==> config.mk <==
export PLATFORM = sky130hd
export DESIGN_NAME = sec_digit_counter
export DESIGN_NICKNAME = d
export VERILOG_FILES = /design/src/rtl/sec_digit_counter.sv
export SDC_FILE = /design/constraint.sdc
export NUM_CORES = 1
export LEC_CHECK = 0
export BUFFER_PORTS_ARGS = -buffer_cell sky130_fd_sc_hd__buf_2
export CELL_PAD_IN_SITES_DETAIL_PLACEMENT = 2
export CELL_PAD_IN_SITES_GLOBAL_PLACEMENT = 2
export CORE_MARGIN = 5
export CORE_UTILIZATION = 32
export CTS_CLUSTER_SIZE = 14
export DETAILED_ROUTE_END_ITERATION = 7
export GPL_ROUTABILITY_DRIVEN = 0
export PLACE_DENSITY = 0.87
export SETUP_SLACK_MARGIN = 0.1
export SLEW_MARGIN = 20
export SYNTH_ARGS = -nofsm -noshare
export SYNTH_HDL_FRONTEND = slang
export SYNTH_SLANG_ARGS = --single-unit
export TNS_END_PERCENT = 1
==> constraint.sdc <==
create_clock -name clk -period 3.1 [get_ports clk]
set_clock_uncertainty 0.15 [all_clocks]
set_input_delay 0.155 -clock clk [delete_from_list [all_inputs] [get_ports clk]]
set_output_delay 0.155 -clock clk [all_outputs]
set_load 0.01 [all_outputs]
==> src/rtl/sec_digit_counter.sv <==
// Two-digit 00..59 seconds counter with run/pause control, advanced by a prescaled tick.
// Digits, tick and wrap are all registered; they change on the edge that commits the count.
module sec_digit_counter #(
    parameter int TICK_DIV = 100000000,
    parameter int ONES_LIM = 9,
    parameter int TENS_LIM = 5
) (
    input  logic       clk,
    input  logic       reset,
    input  logic       start_stop,
    input  logic       clear,
    input  logic       load,
    input  logic [3:0] load_ones,
    input  logic [3:0] load_tens,
    output logic [3:0] ones,
    output logic [3:0] tens,
    output logic       running,
    output logic       tick,
    output logic       wrap
);
    localparam int PW = $clog2(TICK_DIV);
    localparam logic [PW-1:0] PMAX = PW'(TICK_DIV - 1);
    localparam logic [3:0] OL = 4'(ONES_LIM);
    localparam logic [3:0] TL = 4'(TENS_LIM);

    typedef enum logic [1:0] {IDLE, RUN, PAUSED} state_t;

    state_t        state, state_nxt;
    logic [PW-1:0] presc;
    logic          tick_int;
    logic [4:0]    ones_inc, tens_inc;

    // Returns {carry, digit}; anything past the limit (including out-of-range inputs) clears with carry.
    function automatic logic [4:0] inc(input logic [3:0] x, input logic ci, input logic [3:0] lim);
        logic [4:0] s;
        s = {1'b0, x} + {4'b0, ci};
        if (s > {1'b0, lim})
            return 5'b1_0000;
        return s;
    endfunction

    always_comb begin
        tick_int = (state == RUN) && (presc == PMAX);
        ones_inc = inc(ones, 1'b1, OL);
        tens_inc = inc(tens, ones_inc[4], TL);
        state_nxt = state;
        if (clear)
            state_nxt = IDLE;
        else if (start_stop) begin
            case (state)
                IDLE:    state_nxt = RUN;
                RUN:     state_nxt = PAUSED;
                PAUSED:  state_nxt = RUN;
                default: state_nxt = IDLE;
            endcase
        end
    end

    always_ff @(posedge clk) begin
        if (reset) begin
            state   <= IDLE;
            presc   <= '0;
            ones    <= '0;
            tens    <= '0;
            running <= 1'b0;
            tick    <= 1'b0;
            wrap    <= 1'b0;
        end else begin
            state   <= state_nxt;
            running <= (state_nxt == RUN);
            tick    <= 1'b0;
            wrap    <= 1'b0;
            if (clear) begin
                presc <= '0;
                ones  <= '0;
                tens  <= '0;
            end else begin
                // The tick commits even when start_stop pauses on the same edge.
                if (tick_int) begin
                    ones <= ones_inc[3:0];
                    tens <= tens_inc[3:0];
                    tick <= 1'b1;
                    wrap <= ones_inc[4] & tens_inc[4];
                end
                case (state)
                    RUN:     presc <= tick_int ? '0 : presc + 1'b1;
                    IDLE:    presc <= '0;
                    default: presc <= presc;
                endcase
                if (!start_stop && load && state != RUN) begin
                    ones <= load_ones;
                    tens <= load_tens;
                end
            end
        end
    end
endmodule

==> metrics.txt, run 1 <==
# TYPE chip_impl_metric gauge
chip_impl_metric{name="postSynthRegisterBits",unit=""} 40
chip_impl_metric{name="grt_start_max_net_pins",unit=""} 21
chip_impl_metric{name="numCtsBuffers",unit=""} 5
chip_impl_metric{name="timing.critical_path.fanout_max",unit=""} 7
chip_impl_metric{name="fin_ws",unit="ns"} 0.1251
chip_impl_metric{name="final.fill_count",unit=""} 882
chip_impl_metric{name="comb_power_share",unit="%"} 7.5
chip_impl_metric{name="final-hold-violation-count",unit=""} 0
chip_impl_metric{name="finalCritPeriodShare",unit="%"} 95.96
chip_impl_metric{name="synthToLayoutAreaGrowth",unit="%"} 16.68
chip_impl_metric{name="grt_pass1_wl",unit="um"} 14480
chip_impl_metric{name="achievable-frequency",unit="GHz"} 0.3362
chip_impl_metric{name="syn_area",unit="um^2"} 2527
chip_impl_metric{name="multiInputGateArea",unit="um^2"} 1683
chip_impl_metric{name="clock_share_of_power",unit="%"} 38.9
chip_impl_metric{name="core_area",unit="um^2"} 7727
chip_impl_metric{name="synthesis.area_per_instance",unit="um^2"} 7.948
chip_impl_metric{name="routedWlPerCell",unit="um"} 20.44
chip_impl_info{name="synthTopCellsByArea",value="sky130_fd_sc_hd__dfxtp_1, sky130_fd_sc_hd__nand2_1, sky130_fd_sc_hd__nand3_1"} 1
chip_impl_info{name="synth_top_area_cell",value="sky130_fd_sc_hd__dfxtp_1"} 1
chip_impl_info{name="cpMostUsedCell",value="sky130_fd_sc_hd__ha_4"} 1
chip_impl_metric{name="yosysSeqAreaShare",unit="%"} 31.68
chip_impl_metric{name="first_global_vias",unit=""} 2783
chip_impl_info{name="outcome",value="finished, final reports clean"} 1
chip_impl_metric{name="yosysWarnings",unit=""} 0
chip_impl_metric{name="rows",unit=""} 32
chip_impl_info{name="clock_root_buffer_master",value="sky130_fd_sc_hd__clkbuf_8"} 1
chip_impl_info{name="synth_top_flop_cell",value="sky130_fd_sc_hd__dfxtp_1"} 1
chip_impl_metric{name="power-per-cell-area",unit="nW/um^2"} 333.4
chip_impl_metric{name="post_synth_num_cell_types",unit=""} 59
chip_impl_metric{name="final_nets",unit=""} 361
chip_impl_metric{name="dr_total_vias",unit=""} 2631
chip_impl_metric{name="dp_slack",unit="ns"} -0.1612
chip_impl_info{name="crit_type",value="flop to flop"} 1
chip_impl_metric{name="final_setup_fails",unit=""} 0
chip_impl_metric{name="final-max-slew-violation-count",unit=""} 0
chip_impl_metric{name="worst_ep_arrival_time",unit="ns"} 3.06
chip_impl_metric{name="timing.max_cap.violations",unit=""} 0
chip_impl_metric{name="htree_levels",unit=""} 2
chip_impl_info{name="worstPathCellList",value="ha_2 -> nand2b_1 -> or2_2 -> o2111ai_2 -> inv_2 -> ha_4 -> ha_4 -> nor3b_2 -> nand4_1 -> nand3_2 -> or3b_4 -> a21oi_2"} 1
chip_impl_metric{name="clkTransAtPathRegs",unit="ns"} 0.09
chip_impl_metric{name="p_leak",unit="nW"} 1.139
chip_impl_metric{name="floorplan.die.width",unit="um"} 98.87
chip_impl_metric{name="grt_antenna_before_repair",unit=""} 0
chip_impl_metric{name="initial_core_util",unit="%"} 32.71
chip_impl_metric{name="final_antenna_net_count",unit=""} 0
chip_impl_metric{name="timing.slew.headroom",unit="%"} 43.74
chip_impl_metric{name="critPathMaxStageDelay",unit="ns"} 0.39
chip_impl_info{name="holdCritPathClass",value="input port to flop"} 1
chip_impl_metric{name="drt_iter0_drc",unit=""} 122
chip_impl_metric{name="power.sequential.fraction",unit="%"} 53.6
chip_impl_metric{name="layout-drive-gt1-share",unit="%"} 21.80
chip_impl_metric{name="route.detailed.vias_per_inst",unit=""} 5.899
chip_impl_metric{name="insertion_delay",unit="ns"} 0.30
chip_impl_metric{name="yosysTopAreaCellShare",unit="%"} 31.68
chip_impl_metric{name="wl",unit="um"} 9117
chip_impl_metric{name="num_antenna_cells",unit=""} 0
chip_impl_metric{name="sw_frac_of_total",unit="%"} 25.53
chip_impl_metric{name="cts_max_path_buffers",unit=""} 2
chip_impl_metric{name="cts_sinks",unit=""} 40
chip_impl_metric{name="layout.area.seq",unit="um^2"} 808.3
chip_impl_metric{name="die_area",unit="um^2"} 9775
chip_impl_metric{name="place.port_buffers",unit=""} 23
chip_impl_metric{name="fin_util",unit="%"} 38.16
chip_impl_metric{name="cellInternalPower",unit="mW"} 0.7323
chip_impl_metric{name="worstMarginPinSlew",unit="ns"} 0.8440
chip_impl_info{name="setup_repair_after_global_routing_missed_its_margin",value="no"} 1
chip_impl_metric{name="power.switching",unit="mW"} 0.2510
chip_impl_metric{name="grt_use_total",unit="%"} 18.30
chip_impl_metric{name="floorplan.die.height",unit="um"} 98.87
chip_impl_metric{name="synth.net_count",unit=""} 336
chip_impl_info{name="cts_tree",value="yes"} 1
chip_impl_metric{name="drt_first_pass_iters",unit=""} 4
chip_impl_info{name="timing.critical_path.slowest_stage_cell",value="sky130_fd_sc_hd__or3b_4"} 1
chip_impl_metric{name="dp_hpwl",unit="um"} 6107
chip_impl_metric{name="number_of_enable_flip_flop_cells_after_synthesis",unit=""} 0
chip_impl_metric{name="number_of_instances_in_the_synthesized_netlist",unit=""} 318
chip_impl_info{name="endpoint_class_of_the_critical_path",value="flop"} 1
chip_impl_metric{name="ios",unit=""} 24
chip_impl_metric{name="min_period",unit="ns"} 2.975
chip_impl_metric{name="post-route-drc-count",unit=""} 0
chip_impl_metric{name="grt-ovfl-total",unit=""} 0
chip_impl_metric{name="critical_path_required",unit="ns"} 3.19
chip_impl_metric{name="synth-async-reset-ratio",unit="%"} 0
chip_impl_metric{name="peakVddDrop",unit="mV"} 0.1484
chip_impl_info{name="worstSetupStartpointType",value="flop"} 1
cell families (layout without fill, tap and decap cells):
group / count (synthesis) / after routing / share of synthesized area, %
AO/OA/AOI/OAI: 58 / 58 / 14.75
buffers and inverters: 24 / 50 / 5.000
multiplexers: 5 / 5 / 2.030
flip-flops: 40 / 40 / 31.68
adder cells (fa/ha/maj): 5 / 5 / 2.475
XOR/XNOR: 3 / 3 / 1.040
AND/OR/NAND/NOR: 183 / 183 / 43.02
cell type report:
cell class	count	area share, %
inverter	6	0.7637
tap	102	4.328
timing repair buffer	36	7.382
clock buffer	8	3.055
sequential	40	27.41
multi-input combinational	254	57.06
critical path, delay by kind of cell, from the launching register on:
family / cells / cell delay [ns]
AOI/OAI and AO/OA: 2 / 0.23
buffers and inverters: 1 / 0.08
DFF: 1 / 0.38
and+or+nand+nor: 6 / 1.43
adders and majority gates: 3 / 0.62
layer usage:
metal  GRT usage, %  wire length, um
met5              0                0
met2          33.11             4708
met1          21.67             3885
met4          6.408              229
met3          2.972              294
synth_stat cells, types with 4 or more instances:
cell type                  number
sky130_fd_sc_hd__a21oi_1       15
sky130_fd_sc_hd__nor4_1         5
sky130_fd_sc_hd__buf_2          4
sky130_fd_sc_hd__ha_1           5
sky130_fd_sc_hd__or3_1          6
sky130_fd_sc_hd__inv_1          6
sky130_fd_sc_hd__a31oi_1       11
sky130_fd_sc_hd__nor2_1        23
sky130_fd_sc_hd__or4_1          6
sky130_fd_sc_hd__nand3_1       27
sky130_fd_sc_hd__dfxtp_1       40
sky130_fd_sc_hd__clkbuf_1       9
sky130_fd_sc_hd__o211ai_1       4
sky130_fd_sc_hd__nand2_1       41
sky130_fd_sc_hd__nor3_1        11
sky130_fd_sc_hd__mux2i_1        4
sky130_fd_sc_hd__nand4_1       14
sky130_fd_sc_hd__and3_1         6
sky130_fd_sc_hd__o21ai_0        9
sky130_fd_sc_hd__nand2b_1       6
registers in the layout (all words and copies together) (netlist names):
| name | flops |
|---|---|
| ones | 4 |
| presc | 27 |
| running | 1 |
| state | 2 |
| tens | 4 |
| tick | 1 |
| wrap | 1 |
final timing paths:
path / end / startpoint / slack (ns) / depth (start not counted)
hold / removal: ones[0] / load_ones[0] / 0.01 / 3
setup reg to reg: tens[1] / ones[0] / 0.13 / 12
setup / recovery: tens[1] / ones[0] / 0.13 / 12
hold reg to reg: presc[26] / presc[26] / 0.35 / 1
cell usage in the layout (no fill, tap or decap), types with 4 or more instances in the layout:
cell type	Yosys	final
sky130_fd_sc_hd__buf_4	1	11
sky130_fd_sc_hd__nor4_1	5	5
sky130_fd_sc_hd__dfxtp_1	40	38
sky130_fd_sc_hd__a21oi_1	15	14
sky130_fd_sc_hd__o211ai_1	4	4
sky130_fd_sc_hd__buf_2	4	23
sky130_fd_sc_hd__o21ai_0	9	8
sky130_fd_sc_hd__inv_1	6	4
sky130_fd_sc_hd__a31oi_1	11	11
sky130_fd_sc_hd__and3_1	6	6
sky130_fd_sc_hd__nand4_1	14	14
sky130_fd_sc_hd__or4_1	6	6
sky130_fd_sc_hd__nand2b_1	6	6
sky130_fd_sc_hd__mux2i_1	4	4
sky130_fd_sc_hd__nand2_1	41	41
sky130_fd_sc_hd__nor3_1	11	11
sky130_fd_sc_hd__nand3_1	27	26
sky130_fd_sc_hd__clkbuf_8	0	6
sky130_fd_sc_hd__nor2_1	23	22
sky130_fd_sc_hd__or3_1	6	6
stage by stage:
stage                     hold slack, ns  total power, mW  instances  TNS (ns)  area [um^2]
after floorplan                   0.1410           0.5744        318         0         2535
after global placement            0.2523           0.5982        433         0         2740
after detailed placement          0.2480           0.6034        433   -0.2942         2740
after CTS                        0.01913           0.9881        444         0         2892
after global routing             0.04653            1.019        446         0         2949
final                            0.01207           0.9833        446         0         2949
power by group through the flow:
stage	clock [mW]	combinational [mW]	sequential, mW
after floorplan	0	0.0371	0.537
after global placement	0	0.0599	0.538
after detailed placement	0	0.0643	0.539
after CTS	0.393	0.0688	0.527
after global routing	0.410	0.0808	0.528
final	0.382	0.0740	0.527
timing repair:
action                                 CTS  global route
hold buffers                             2             0
pin swaps                                1             4
setup endpoints to repair                3             3
resized for setup                        9            10
buffers inserted                         1             2
endpoints found under the hold margin    2             0
Note: power is estimated with default switching activity, not from simulation.
==> inputs of run 2 (changes only) <==
--- a/config.mk
+++ b/config.mk
@@ -13,7 +13,7 @@
 export CTS_CLUSTER_SIZE = 14
 export DETAILED_ROUTE_END_ITERATION = 7
 export GPL_ROUTABILITY_DRIVEN = 0
-export PLACE_DENSITY = 0.87
+export PLACE_DENSITY = 0.75
 export SETUP_SLACK_MARGIN = 0.1
 export SLEW_MARGIN = 20
 export SYNTH_ARGS = -nofsm -noshare
==> metrics.txt, run 2 (same netlist as run 1, synthesis figures left out) <==
# TYPE chip_impl_metric gauge
chip_impl_info{name="outcome",value="finished, final reports clean"} 1
chip_impl_metric{name="numCtsBuffers",unit=""} 5
chip_impl_metric{name="critPathMaxStageDelay",unit="ns"} 0.39
chip_impl_metric{name="timing.critical_path.fanout_max",unit=""} 7
chip_impl_metric{name="insertion_delay",unit="ns"} 0.30
chip_impl_metric{name="power-per-cell-area",unit="nW/um^2"} 360.2
chip_impl_metric{name="tns",unit="ns"} 0
chip_impl_metric{name="floorplan.die.width",unit="um"} 98.87
chip_impl_metric{name="route.detailed.vias_per_inst",unit=""} 5.708
chip_impl_metric{name="grt_pass1_wl",unit="um"} 13880
chip_impl_metric{name="achievable-frequency",unit="GHz"} 0.3505
chip_impl_metric{name="instance_area_at_placement",unit="um^2"} 2748
chip_impl_metric{name="final_nets",unit=""} 363
chip_impl_metric{name="worstRegToRegCells",unit=""} 13
chip_impl_info{name="worstPathCellList",value="inv_1 -> ha_4 -> nor2b_2 -> nor2_2 -> o2111ai_2 -> inv_2 -> ha_4 -> ha_4 -> nor3b_4 -> nand4_1 -> nand3_2 -> or3b_4 -> a21oi_2"} 1
chip_impl_metric{name="sw_frac_of_total",unit="%"} 24.36
chip_impl_metric{name="place_inst",unit=""} 434
chip_impl_metric{name="grt-ovfl-total",unit=""} 0
chip_impl_metric{name="finalCritPeriodShare",unit="%"} 92.04
chip_impl_metric{name="drt_iter0_drc",unit=""} 48
chip_impl_metric{name="die_area",unit="um^2"} 9775
chip_impl_metric{name="cts_sinks",unit=""} 40
chip_impl_metric{name="first_global_vias",unit=""} 2696
chip_impl_metric{name="worstMarginPinSlew",unit="ns"} 0.8190
chip_impl_metric{name="final.fill_count",unit=""} 874
chip_impl_metric{name="power.switching",unit="mW"} 0.2626
chip_impl_metric{name="comb_power_share",unit="%"} 7.0
chip_impl_metric{name="post-route-drc-count",unit=""} 0
chip_impl_metric{name="ios",unit=""} 24
chip_impl_metric{name="drt_first_pass_iters",unit=""} 4
chip_impl_info{name="cpMostUsedCell",value="sky130_fd_sc_hd__ha_4"} 1
chip_impl_metric{name="initial_core_util",unit="%"} 32.71
chip_impl_info{name="registers.top_by_ff_count",value="presc"} 1
chip_impl_metric{name="rows",unit=""} 32
chip_impl_metric{name="critical_path_required",unit="ns"} 3.19
chip_impl_metric{name="min_period",unit="ns"} 2.853
chip_impl_metric{name="timing.max_cap.violations",unit=""} 0
chip_impl_info{name="timing.critical_path.slowest_stage_cell",value="sky130_fd_sc_hd__dfxtp_4"} 1
chip_impl_metric{name="grt_start_max_net_pins",unit=""} 22
chip_impl_metric{name="final-hold-violation-count",unit=""} 0
chip_impl_metric{name="routedWlPerCell",unit="um"} 18.55
chip_impl_metric{name="postLayoutCellArea",unit="um^2"} 2993
chip_impl_metric{name="cts_max_path_buffers",unit=""} 2
chip_impl_metric{name="final.hold.worst_slack",unit="ns"} 0.03167
chip_impl_info{name="setup_repair_after_global_routing_missed_its_margin",value="no"} 1
chip_impl_metric{name="grt_use_total",unit="%"} 17.38
chip_impl_metric{name="peakVddDrop",unit="mV"} 0.1281
chip_impl_metric{name="clkTransAtPathRegs",unit="ns"} 0.09
chip_impl_metric{name="p_leak",unit="nW"} 1.159
chip_impl_metric{name="final_setup_fails",unit=""} 0
chip_impl_metric{name="core_area",unit="um^2"} 7727
chip_impl_metric{name="dr_total_vias",unit=""} 2557
chip_impl_metric{name="grt_antenna_before_repair",unit=""} 0
chip_impl_metric{name="cellInternalPower",unit="mW"} 0.8153
chip_impl_metric{name="power.sequential.fraction",unit="%"} 48.7
chip_impl_info{name="reg.largest.list",value="presc: 27 flops, ones: 4 flops, tens: 4 flops"} 1
chip_impl_metric{name="floorplan.die.height",unit="um"} 98.87
chip_impl_metric{name="layout-drive-gt1-share",unit="%"} 21.97
chip_impl_metric{name="synthToLayoutAreaGrowth",unit="%"} 18.42
chip_impl_info{name="holdCritPathClass",value="input port to flop"} 1
chip_impl_metric{name="final-max-slew-violation-count",unit=""} 0
chip_impl_metric{name="timing.slew.headroom",unit="%"} 45.40
chip_impl_metric{name="final_antenna_net_count",unit=""} 0
chip_impl_metric{name="dp_hpwl",unit="um"} 5804
chip_impl_info{name="layout_common_cells",value="sky130_fd_sc_hd__nand2_1, sky130_fd_sc_hd__dfxtp_1, sky130_fd_sc_hd__nand3_1"} 1
chip_impl_metric{name="num_antenna_cells",unit=""} 0
chip_impl_info{name="cts_tree",value="yes"} 1
chip_impl_metric{name="htree_levels",unit=""} 2
chip_impl_metric{name="clock_share_of_power",unit="%"} 44.3
chip_impl_metric{name="worst_ep_arrival_time",unit="ns"} 2.95
chip_impl_info{name="clock_root_buffer_master",value="sky130_fd_sc_hd__clkbuf_8"} 1
chip_impl_info{name="endpoint_class_of_the_critical_path",value="flop"} 1
chip_impl_info{name="worstSetupStartpointType",value="flop"} 1
chip_impl_metric{name="number_of_flip_flops_under_the_largest_register_name",unit=""} 27
chip_impl_metric{name="count_of_cells_along_the_worst_hold_path",unit=""} 3
chip_impl_metric{name="place.port_buffers",unit=""} 23
chip_impl_info{name="layout.cells.most_common",value="sky130_fd_sc_hd__nand2_1"} 1
chip_impl_metric{name="finished_layout_cells",unit=""} 448
chip_impl_info{name="crit_type",value="flop to flop"} 1
chip_impl_metric{name="wl",unit="um"} 8311
-- run 2: changes by cell type in the layout (fill, tap and decap cells not counted), sizes merged --
cell / change
bufinv: +1
clkinv: +1
dlygate4sd3: +1
buf: +1
clkbuf: -2
-- run 2: path summary, 6_finish.rpt --
check	slack, ns	to	startpoint
worst min-delay path	0.03	ones[1]	load_ones[1]
worst max-delay path	0.25	tens[1]	ones[0]
worst max register to register	0.25	tens[1]	ones[0]
worst min register to register	0.35	presc[26]	presc[26]
-- run 2: area by class of cell --
type | count | area (um^2) | area share (%)
Clock buffer | 6 | 82.58 | 2.759
Inverter | 6 | 22.52 | 0.7525
Tap cell | 102 | 127.6 | 4.264
Timing Repair Buffer | 38 | 235.2 | 7.860
Multi-Input combinational cell | 254 | 1680 | 56.15
Clock inverter | 2 | 38.79 | 1.296
Sequential cell | 40 | 805.8 | 26.92
-- run 2: per-stage QoR --
stage	setup WS (ns)	power [mW]	utilization [%]
final	0.2468	1.078	38.73
after global routing	0.1043	1.118	38.73
after CTS	0.1442	1.087	37.92
after detailed placement	-0.05408	0.6036	35.56
after global placement	0.1300	0.6002	35.56
after floorplan	0.1509	0.5744	-
-- run 2: power groups by stage --
stage	sequential, mW	combinational (mW)	clock (mW)
6_report	0.525	0.0752	0.478
5_1_grt	0.526	0.0832	0.509
4_1_cts	0.525	0.0704	0.492
3_5_place_dp	0.537	0.0665	0
3_3_place_gp	0.537	0.0637	0
2_1_floorplan	0.537	0.0371	0
-- run 2: critical path, delay by kind of cell (launching register included) --
| kind | cells | cell delay, ns |
|---|---|---|
| compound gates | 2 | 0.35 |
| fa+ha+maj | 3 | 0.67 |
| simple gates | 6 | 1.08 |
| buf+inv | 2 | 0.16 |
| flops | 1 | 0.39 |
-- run 2: per-layer routing --
metal	up-vias	track usage, %	share of wire [%]
li1	1250	-	-
met1	1265	22.27	47
met2	29	29.96	49
met3	13	2.619	2.1
met4	0	5.252	1.9
met5	-	0	0
-- run 2: what timing repair did --
action / CTS / global route
endpoints found under the setup margin: 2 / 4
hold endpoints to repair: 3 / 0
setup buffers: 1 / 2
resized for setup: 5 / 11
hold buffers: 3 / 0
pin swaps: 1 / 3
==> inputs of run 3 (changes only) <==
--- a/config.mk
+++ b/config.mk
@@ -6,14 +6,12 @@
 export NUM_CORES = 1
 export LEC_CHECK = 0
 export BUFFER_PORTS_ARGS = -buffer_cell sky130_fd_sc_hd__buf_2
-export CELL_PAD_IN_SITES_DETAIL_PLACEMENT = 2
-export CELL_PAD_IN_SITES_GLOBAL_PLACEMENT = 2
 export CORE_MARGIN = 5
-export CORE_UTILIZATION = 32
+export CORE_UTILIZATION = 45
 export CTS_CLUSTER_SIZE = 14
 export DETAILED_ROUTE_END_ITERATION = 7
 export GPL_ROUTABILITY_DRIVEN = 0
-export PLACE_DENSITY = 0.75
+export PLACE_DENSITY = 0.65
 export SETUP_SLACK_MARGIN = 0.1
 export SLEW_MARGIN = 20
 export SYNTH_ARGS = -nofsm -noshare
==> metrics.txt, run 3 (same netlist as run 1, synthesis figures left out) <==
# TYPE chip_impl_metric gauge
chip_impl_metric{name="final_nets",unit=""} 362
chip_impl_metric{name="grt_antenna_before_repair",unit=""} 0
chip_impl_metric{name="clock_share_of_power",unit="%"} 44.7
chip_impl_metric{name="finalCritPeriodShare",unit="%"} 93.09
chip_impl_info{name="endpoint_class_of_the_critical_path",value="flop"} 1
chip_impl_metric{name="final_antenna_net_count",unit=""} 0
chip_impl_metric{name="finished_layout_cells",unit=""} 417
chip_impl_metric{name="insertion_delay",unit="ns"} 0.31
chip_impl_metric{name="numCtsBuffers",unit=""} 5
chip_impl_info{name="crit_type",value="flop to flop"} 1
chip_impl_metric{name="rows",unit=""} 27
chip_impl_metric{name="power.sequential.fraction",unit="%"} 48.9
chip_impl_metric{name="floorplan.die.height",unit="um"} 84.95
chip_impl_metric{name="grt_start_max_net_pins",unit=""} 22
chip_impl_metric{name="tns",unit="ns"} 0
chip_impl_metric{name="layout-drive-gt1-share",unit="%"} 20.87
chip_impl_info{name="clock_root_buffer_master",value="sky130_fd_sc_hd__clkbuf_8"} 1
chip_impl_metric{name="grt_use_total",unit="%"} 17.77
chip_impl_info{name="worstSetupStartpointType",value="flop"} 1
chip_impl_metric{name="drt_first_pass_iters",unit=""} 4
chip_impl_metric{name="worstMarginPinSlew",unit="ns"} 0.7468
chip_impl_metric{name="comb_power_share",unit="%"} 6.5
chip_impl_info{name="layout.cells.most_common",value="sky130_fd_sc_hd__nand2_1"} 1
chip_impl_info{name="reg.largest.list",value="presc: 27 flops, ones: 4 flops, tens: 4 flops"} 1
chip_impl_metric{name="peakVddDrop",unit="mV"} 0.1744
chip_impl_metric{name="num_antenna_cells",unit=""} 0
chip_impl_info{name="timing.critical_path.slowest_stage_cell",value="sky130_fd_sc_hd__dfxtp_4"} 1
chip_impl_metric{name="post-route-drc-count",unit=""} 0
chip_impl_metric{name="sw_frac_of_total",unit="%"} 22.41
chip_impl_metric{name="drt_iter0_drc",unit=""} 239
chip_impl_metric{name="route.detailed.vias_per_inst",unit=""} 5.978
chip_impl_metric{name="first_global_vias",unit=""} 2214
chip_impl_metric{name="core_area",unit="um^2"} 5473
chip_impl_metric{name="final_setup_fails",unit=""} 0
chip_impl_info{name="cts_tree",value="yes"} 1
chip_impl_metric{name="min_period",unit="ns"} 2.886
chip_impl_metric{name="timing.max_cap.violations",unit=""} 0
chip_impl_info{name="layout_common_cells",value="sky130_fd_sc_hd__nand2_1, sky130_fd_sc_hd__dfxtp_1, sky130_fd_sc_hd__nand3_1"} 1
chip_impl_metric{name="clkTransAtPathRegs",unit="ns"} 0.09
chip_impl_metric{name="achievable-frequency",unit="GHz"} 0.3465
chip_impl_metric{name="initial_core_util",unit="%"} 46.18
chip_impl_metric{name="ios",unit=""} 24
chip_impl_metric{name="place.port_buffers",unit=""} 23
chip_impl_info{name="holdCritPathClass",value="input port to flop"} 1
chip_impl_metric{name="grt-ovfl-total",unit=""} 0
chip_impl_metric{name="p_leak",unit="nW"} 1.163
chip_impl_metric{name="final.fill_count",unit=""} 523
chip_impl_info{name="setup_repair_after_global_routing_missed_its_margin",value="no"} 1
chip_impl_metric{name="timing.critical_path.fanout_max",unit=""} 7
chip_impl_info{name="worstPathCellList",value="ha_1 -> nand2b_1 -> or2_2 -> o2111ai_2 -> inv_1 -> ha_2 -> ha_4 -> nor3b_2 -> nand4_1 -> nand3_2 -> or3b_1 -> a21oi_1"} 1
chip_impl_metric{name="cellInternalPower",unit="mW"} 0.8347
chip_impl_metric{name="final-hold-violation-count",unit=""} 0
chip_impl_metric{name="final.hold.worst_slack",unit="ns"} 0.01143
chip_impl_metric{name="critical_path_required",unit="ns"} 3.19
chip_impl_metric{name="worst_ep_arrival_time",unit="ns"} 2.97
chip_impl_info{name="registers.top_by_ff_count",value="presc"} 1
chip_impl_metric{name="power.switching",unit="mW"} 0.2410
chip_impl_metric{name="place_inst",unit=""} 402
chip_impl_metric{name="final-max-slew-violation-count",unit=""} 0
chip_impl_metric{name="cts_sinks",unit=""} 40
chip_impl_metric{name="wl",unit="um"} 6316
chip_impl_metric{name="total_power",unit="mW"} 1.076
chip_impl_metric{name="grt_pass1_wl",unit="um"} 10600
chip_impl_info{name="outcome",value="finished, final reports clean"} 1
chip_impl_metric{name="number_of_flip_flops_under_the_largest_register_name",unit=""} 27
chip_impl_metric{name="power-per-cell-area",unit="nW/um^2"} 366.3
chip_impl_metric{name="cts_max_path_buffers",unit=""} 2
chip_impl_metric{name="synthToLayoutAreaGrowth",unit="%"} 16.19
chip_impl_metric{name="timing.slew.headroom",unit="%"} 50.22
chip_impl_metric{name="die_area",unit="um^2"} 7216
chip_impl_metric{name="dp_hpwl",unit="um"} 4208
chip_impl_metric{name="htree_levels",unit=""} 2
chip_impl_metric{name="dr_total_vias",unit=""} 2493
chip_impl_metric{name="routedWlPerCell",unit="um"} 15.15
chip_impl_metric{name="critPathMaxStageDelay",unit="ns"} 0.37
chip_impl_metric{name="floorplan.die.width",unit="um"} 84.95
run 3: cell types whose count changed in the layout (fill, tap and decap cells not counted), sizes merged:
| cell | delta |
|---|---|
| clkbuf | +1 |
| dlygate4sd3 | +1 |
| clkinv | -1 |
| buf | -2 |
run 3: per-stage QoR:
step           setup slack, ns  utilization, %  area, um^2
6_report                0.2142           53.66        2937
3_3_place_gp            0.1778           49.25        2695
3_5_place_dp           0.05645           49.25        2695
5_1_grt                0.03314           53.66        2937
4_1_cts                 0.1336           52.67        2883
2_1_floorplan           0.1509               -        2535
run 3: worst paths after layout:
check,from,to,slack (ns),cells past startpoint
worst max register to register,ones[0],tens[1],0.21,12
worst min-delay path,load_tens[2],tens[2],0.01,3
worst max-delay path,ones[0],tens[1],0.21,12
worst min register to register,presc[26],presc[26],0.35,1
run 3: cell type report:
cell class                 count  area, um^2  share of cell area [%]
clock buffer                   7       96.34                   3.281
clock inverter                 1       30.03                   1.023
inverter                       6       22.52                  0.7669
multi-input combinational    254        1662                   56.58
sequential                    40       805.8                   27.44
tap                           72       90.09                   3.068
timing repair buffer          37       230.2                   7.840
run 3: what timing repair did:
action / 4_1_cts / 5_1_grt
resized for setup: 4 / 8
pin swaps: 1 / 2
setup endpoints to repair: 2 / 3
gates cloned: 0 / 0
hold buffers: 4 / 0
endpoints found under the hold margin: 4 / 0
setup buffers: 1 / 2
run 3: critical path: cells and delay by family, from the launching register on:
kind | cells | cell delay, ns
AOI/OAI and AO/OA | 2 | 0.23
buffers and inverters | 1 | 0.07
adders and majority gates | 3 | 0.67
and+or+nand+nor | 6 | 1.32
DFF | 1 | 0.37
run 3: power by group through the flow:
stage | Sequential (mW) | Combinational (mW) | Clock, mW
3_3_place_gp | 0.538 | 0.0589 | 0
4_1_cts | 0.525 | 0.0643 | 0.489
2_1_floorplan | 0.537 | 0.0371 | 0
5_1_grt | 0.527 | 0.0768 | 0.510
3_5_place_dp | 0.538 | 0.0596 | 0
6_report | 0.526 | 0.0694 | 0.481
run 3: metal layers:
| metal | track usage, % | share of wire [%] |
|---|---|---|
| met1 | 24.70 | 48 |
| met5 | 0 | 0 |
| met2 | 27.68 | 47 |
| met3 | 3.592 | 3.6 |
| met4 | 5.324 | 1.3 |
